### config.mk
export PLATFORM = sky130hd
export DESIGN_NAME = rng_byte_reader
export DESIGN_NICKNAME = d
export VERILOG_FILES = /design/src/rtl/rng_reader_pkg.sv /design/src/rtl/rng_word_fifo.sv /design/src/rtl/rng_byte_reader.sv
export SDC_FILE = /design/constraint.sdc
export NUM_CORES = 1
export LEC_CHECK = 0
export ABC_CLOCK_PERIOD_IN_PS = 4500
export CORE_ASPECT_RATIO = 0.8
export CORE_MARGIN = 5
export CORE_UTILIZATION = 59
export CTS_CLUSTER_DIAMETER = 40
export DETAILED_ROUTE_END_ITERATION = 10
export PLACE_DENSITY_LB_ADDON = 0.12
export SYNTH_ARGS = -nofsm -noshare
export SYNTH_HDL_FRONTEND = slang
export SYNTH_SLANG_ARGS = --single-unit
### constraint.sdc
create_clock -name clk -period 4.5 [get_ports clk]
set_input_delay 0.675 -clock clk [delete_from_list [all_inputs] [get_ports clk]]
set_output_delay 0.675 -clock clk [all_outputs]
set_load 0.01 [all_outputs]
### src/rtl/rng_reader_pkg.sv
// rng_reader_pkg: shared types and constants for the random byte reader
package rng_reader_pkg;
  typedef enum logic {IDLE, SEND} state_t;
  localparam int BYTES_PER_WORD = 4;
  localparam int WORD_W = 32;
endpackage

### src/rtl/rng_word_fifo.sv
// rng_word_fifo: synchronous word FIFO with level count and async reset
module rng_word_fifo #(
  parameter int DEPTH = 4,
  parameter int W = 32
) (
  input  logic                     clk,
  input  logic                     rst,
  input  logic                     push,
  input  logic                     pop,
  input  logic [W-1:0]             din,
  output logic [W-1:0]             dout,
  output logic                     full,
  output logic                     empty,
  output logic [$clog2(DEPTH):0]   level
);
  localparam int AW = $clog2(DEPTH);
  logic [W-1:0]  mem [DEPTH];
  logic [AW-1:0] wr_ptr, rd_ptr;
  assign dout  = mem[rd_ptr];
  assign full  = level == (AW+1)'(DEPTH);
  assign empty = level == '0;
  always_ff @(posedge clk)
    if (push) mem[wr_ptr] <= din;
  always_ff @(posedge clk or posedge rst)
    if (rst) begin
      wr_ptr <= '0;
      rd_ptr <= '0;
      level  <= '0;
    end else begin
      if (push) wr_ptr <= wr_ptr + AW'(1);
      if (pop) rd_ptr <= rd_ptr + AW'(1);
      level <= level + (AW+1)'(push) - (AW+1)'(pop);
    end
endmodule

### src/rtl/rng_byte_reader.sv
// rng_byte_reader: buffers random words and serves them MSB-byte-first with a repetition health test
module rng_byte_reader
  import rng_reader_pkg::*;
#(
  parameter int DEPTH = 4,
  parameter int REP_LIMIT = 3
) (
  input  logic                   clk,
  input  logic                   rst,
  input  logic [WORD_W-1:0]      word_in,
  input  logic                   word_valid,
  input  logic                   clear,
  output logic [7:0]             byte_out,
  output logic                   byte_valid,
  input  logic                   byte_ack,
  output logic [$clog2(DEPTH):0] level,
  output logic                   overflow,
  output logic                   rep_fail
);
  localparam int CW = $clog2(REP_LIMIT + 1);
  localparam int IW = $clog2(BYTES_PER_WORD);
  state_t            state;
  logic [WORD_W-1:0] sreg, prev, fifo_dout;
  logic [IW-1:0]     idx, nidx;
  logic [CW-1:0]     cnt, cnt_nxt;
  logic              have_prev, full, empty, push, pop, drop, can_pop;
  assign can_pop = !empty && !rep_fail;
  assign pop     = state == IDLE ? can_pop : byte_ack && idx == '0 && can_pop;
  // a pop on the same edge frees the slot, so a full FIFO still accepts
  assign push    = word_valid && (!full || pop);
  assign drop    = word_valid && full && !pop;
  assign cnt_nxt = (have_prev && word_in == prev) ? (cnt == CW'(REP_LIMIT) ? cnt : cnt + CW'(1)) : CW'(1);
  assign nidx    = idx - IW'(1);
  rng_word_fifo #(.DEPTH(DEPTH), .W(WORD_W)) u_fifo (
    .clk(clk), .rst(rst), .push(push), .pop(pop), .din(word_in),
    .dout(fifo_dout), .full(full), .empty(empty), .level(level)
  );
  always_ff @(posedge clk or posedge rst)
    if (rst) begin
      cnt       <= CW'(1);
      prev      <= '0;
      have_prev <= 1'b0;
      overflow  <= 1'b0;
      rep_fail  <= 1'b0;
    end else begin
      if (push) begin
        prev      <= word_in;
        have_prev <= 1'b1;
      end
      cnt      <= clear ? CW'(1) : push ? cnt_nxt : cnt;
      overflow <= !clear && (overflow || drop);
      rep_fail <= !clear && (rep_fail || (push && cnt_nxt == CW'(REP_LIMIT)));
    end
  always_ff @(posedge clk or posedge rst)
    if (rst) begin
      state      <= IDLE;
      sreg       <= '0;
      idx        <= IW'(BYTES_PER_WORD - 1);
      byte_out   <= '0;
      byte_valid <= 1'b0;
    end else if (pop) begin
      state      <= SEND;
      sreg       <= fifo_dout;
      idx        <= IW'(BYTES_PER_WORD - 1);
      byte_out   <= fifo_dout[WORD_W-1 -: 8];
      byte_valid <= 1'b1;
    end else if (state == SEND && byte_ack) begin
      if (idx != '0) begin
        idx      <= nidx;
        byte_out <= sreg[{nidx, 3'b000} +: 8];
      end else begin
        state      <= IDLE;
        byte_valid <= 1'b0;
      end
    end
endmodule

==> results by stage <==
Global routing:
- The largest net degree at the start of global routing is 45.
- The number of antenna violations at the first check in global routing was 0.
- The global-route wire length before repair is 29.5 mm.
- In the global route stage, met1 resource usage came out at 32.4%.
- The total overflow left after global routing is 0.
- In the global route stage, met2 resource usage came out at 34.5%.
- The overall fraction of global-route tracks in use is 22.0%.
- The most crowded layer after global routing is met2.
- The global-route track usage on met3 is 4.51%.
- The number of global-route vias before repair was 5217.

Die:
- In this run the vertical extent of the chip is 118 um.
- The horizontal die dimension is 145 um.
- The number of standard-cell rows in the floorplan is 39.
- The starting utilization of the core area is 60.3%.
- The boundary pin count is 51.
- The core region is 0.0143 mm^2.
- The die outline area is 0.0172 mm^2.

STA:
- Setup violations remaining at the end of the flow were counted as 0.
- The worst clock skew is 0.0137 ns.
- For the pin with the worst max-slew slack, the measured transition is 1.19 ns.
- Setup repair after global routing left no endpoint under its margin.
- The count of final max-slew check failures came to 0.
- The relative slew slack is 20.0%.
- The final number of hold-violating endpoints is 0.
- Adding up every negative setup slack in the final design gives 0 ns.
- The portion of the clock cycle consumed by the worst path in the final layout is 77.2%.
- The worst path in the final design needs a cycle of 3.48 ns, including I/O delays and setup.
- The final worst setup slack is 1.02 ns.
- The maximum clock rate is 288 MHz.

Worst setup path:
- Traced cell by cell, the critical path runs through inv_1, ha_1, a21boi_0, or3_1, buf_4, inv_1, buf_4, ha_1, inv_1, ha_1, fa_1, xor2_1, xnor2_1.
- The worst setup path is launched from a flop.
- The reg-to-reg critical path endpoint is u_fifo.level[2]$_DFF_PP0_.
- Among all stages on the critical path, the largest delay is contributed by sky130_fd_sc_hd__dfstp_2.
- The register-to-register setup slack is 1.02 ns.
- The worst register-to-register path begins at idx[0]$_DFFE_PP1P_.
- The nature of the critical path endpoint is a flop.
- Measured in cells, the most critical reg-to-reg path has a length of 13.
- The largest fanout of any net on the critical path is 43.
- The required time of the critical path is 4.88 ns.
- In this design, the stage delay of the slowest critical-path cell is 0.68 ns.
- The critical path class is flop to flop.
- The signal arrival time at the worst endpoint is 3.86 ns.

Synthesis:
- The cell taking the most area after synthesis is sky130_fd_sc_hd__edfxtp_1.
- By area the synthesized netlist is led by sky130_fd_sc_hd__edfxtp_1 (44%), sky130_fd_sc_hd__dfrtp_1 (24%), sky130_fd_sc_hd__mux4_2 (10%).
- The synthesized design contains 215 register bits.
- The cell area that synthesis handed to floorplanning was 0.00865 mm^2.
- After synthesis, the netlist uses 36 different library cells.
- The proportion of netlist area held by the largest area contributor is 44.4%.
- A synthesized cell averages 14.3 um^2.
- The net count of the mapped netlist is 648.
- The synthesized design contains 128 enable-type register cells.
- During synthesis, Yosys emitted a total of 0 warnings.
- The share of the yosys chip area belonging to registers is 69.6%.
- After technology mapping, the gate count stands at 603.
- Yosys instantiated no cell more often than sky130_fd_sc_hd__nand2_1.
- The share of flip-flops with an asynchronous set or reset after synthesis is 40.5%.
- The predominant post-synthesis flop cell is sky130_fd_sc_hd__edfxtp_1.
- By count the netlist is led by sky130_fd_sc_hd__nand2_1 (207), sky130_fd_sc_hd__edfxtp_1 (128), sky130_fd_sc_hd__dfrtp_1 (84).

Clock network:
- The longest clock path from root to sink contains 3 buffers.
- The later pin in the worst-skew pair is clocked with a latency of 0.50 ns.
- The number of buffers inserted by post-CTS setup repair is 0.
- The total number of H-tree levels is 1.
- The number of clock sinks is 215.
- The CTS root buffer is sky130_fd_sc_hd__clkbuf_16.
- Buffers inserted to repair hold after CTS numbered 0.
- The register clock-pin slew on the reported worst setup and hold paths is 0.06 ns.
- TritonCTS created 24 clock buffers.
- The number of resized instances in the post-cts repair step is 0.
- The TritonCTS clock tree is done.

Cells and area:
- The number of antenna cells inserted is 0.
- After routing the design area is 0.0102 mm^2.
- The number of inserted filler cells in the final layout is 939.
- In the final layout, the share of cells above drive strength 1 is 14.6%.
- The multi-input combinational cells in the finished layout cover a total of 0.00246 mm^2.
- The final layout net count is 714.
- Relative to the synthesized area, the layout overhead comes to 18.4%.
- The sequential cells in the finished layout cover a total of 0.00603 mm^2.
- The core occupancy in the finished layout is 71.4%.

Placed design:
- The placed cell area is 0.00938 mm^2.
- Summed over all nets, the half-perimeter wirelength after detailed placement is 11.8 mm.
- The pre-CTS worst setup slack is 0.848 ns.
- Routability-driven placement finished with a final weighted congestion of 0.781.
- The count of buffers added on input and output ports is 50.

Routing:
- The DRC violations left is 0.
- Wires add up to 18.5 mm.
- Dividing the detail-routed wire length by the instance count gives 21.2 um.
- The routed layout has 4961 vias.
- The number of iterations in the first detailed-routing pass is 5.
- The via count normalized by instance count is 5.70.
- The count of nets left with antenna violations once routing finished came out at 0.
- The count of routing violations after the opening detailed-route iteration is 468.

Power:
- The peak supply drop is 0.452 mV.
- The leakage dissipation is 0.00420 uW.
- In this run the power density over the cells is 673 mW/mm^2.

Worst hold path:
- Along the worst hold path, the cell count comes to 1.
- The tightest min-delay check is of the flop to flop type.
- The sink of the worst hold path is byte_out[7]$_DFFE_PP0P_.
- The hold path startpoint is byte_out[7]$_DFFE_PP0P_.

Run:
- Max-cap violations in this run came to 0.

Status:
- The flow ran to the end, and the final reports show no timing, DRC or antenna violations.
per-stage QoR:
| step | power (uW) | hold slack [ns] | cells |
|---|---|---|---|
| floorplan | 4220 | 0.435 | 603 |
| global placement | 4800 | 0.448 | 827 |
| detailed placement | 4880 | 0.462 | 827 |
| CTS | 6940 | 0.478 | 871 |
| global route | 7260 | 0.501 | 871 |
| finish | 6890 | 0.472 | 871 |
worst max-delay path: cells and delay by family (launching register included):
family,cells,cell delay (ns)
DFF,1,0.68
xor gates and xnor gates,2,0.31
and+or+nand+nor,1,0.16
AOI/OAI and AO/OA,1,0.27
adders and majority gates,4,1.11
buffers and inverters,5,0.81
logic make-up (layout without fill, tap and decap cells):
family	Yosys count	in the layout	share of synthesized area (%)
mux	40	40	10.4
xor+xnor	37	37	3.75
simple gates	233	233	10.7
fa+ha+maj	8	8	1.24
flops	215	215	69.6
buf+inv	39	123	1.97
compound gates	31	31	2.27
cells in the final DEF (no fill, tap or decap), types with 3 or more instances in the layout:
master,instances
sky130_fd_sc_hd__edfxtp_1,128
sky130_fd_sc_hd__mux4_2,40
sky130_fd_sc_hd__clkbuf_1,4
sky130_fd_sc_hd__nor3_1,3
sky130_fd_sc_hd__clkinv_2,3
sky130_fd_sc_hd__and3_1,4
sky130_fd_sc_hd__inv_1,13
sky130_fd_sc_hd__nor2_1,4
sky130_fd_sc_hd__dfrtp_1,83
sky130_fd_sc_hd__nand2_1,207
sky130_fd_sc_hd__a21o_1,8
sky130_fd_sc_hd__dfstp_2,3
sky130_fd_sc_hd__a21oi_1,11
sky130_fd_sc_hd__clkbuf_16,27
sky130_fd_sc_hd__clkdlybuf4s50_1,50
sky130_fd_sc_hd__xor2_1,20
sky130_fd_sc_hd__ha_1,7
sky130_fd_sc_hd__nor4_1,5
sky130_fd_sc_hd__buf_4,15
sky130_fd_sc_hd__clkbuf_8,5
sky130_fd_sc_hd__nand4_1,4
sky130_fd_sc_hd__xnor2_1,17
power breakdown:
part           total (uW)  switching [uW]  internal [uW]
clock                2060             766           1290
sequential           3010             360           2650
combinational        1820             944            880
layout make-up:
| type | instances | area share [%] |
|---|---|---|
| timing repair buffer | 65 | 5.99 |
| multi-input combinational | 349 | 24.0 |
| clock buffer | 36 | 7.41 |
| clock inverter | 8 | 1.03 |
| tap | 184 | 2.25 |
| inverter | 14 | 0.525 |
| sequential | 215 | 58.8 |
sequential cells by signal (all words and copies together) (netlist names), 2 cells and up:
| register | cells |
|---|---|
| cnt | 2 |
| u_fifo.level | 3 |
| u_fifo.rd_ptr | 2 |
| byte_out | 8 |
| idx | 2 |
| sreg | 32 |
| u_fifo.wr_ptr | 2 |
| u_fifo.mem | 128 |
| prev | 32 |
worst max-delay path by stage:
stage / slack [ns] / startpoint / endpoint / cells after the start
6_report: 1.02 / idx[0]$_DFFE_PP1P_ / u_fifo.level[2]$_DFF_PP0_ / 13
5_1_grt: 0.77 / idx[0]$_DFFE_PP1P_ / u_fifo.level[2]$_DFF_PP0_ / 13
4_1_cts: 1.03 / idx[0]$_DFFE_PP1P_ / u_fifo.level[2]$_DFF_PP0_ / 13
3_5_place_dp: 0.85 / byte_ack / u_fifo.level[2]$_DFF_PP0_ / 12
3_3_place_gp: 0.90 / byte_ack / u_fifo.level[2]$_DFF_PP0_ / 12
2_1_floorplan: 1.10 / idx[0]$_DFFE_PP1P_ / u_fifo.level[2]$_DFF_PP0_ / 15
per-layer routing:
metal  part of all wire [%]  wire [um]  vias to the layer above
li1                       -          -                     2261
met1                     44       8190                     2517
met2                     48       8860                      157
met3                    5.7       1060                       26
met4                    2.0        370                        0
met5                      0          0                        -
No activity file was read; power rests on OpenSTA's default activity.
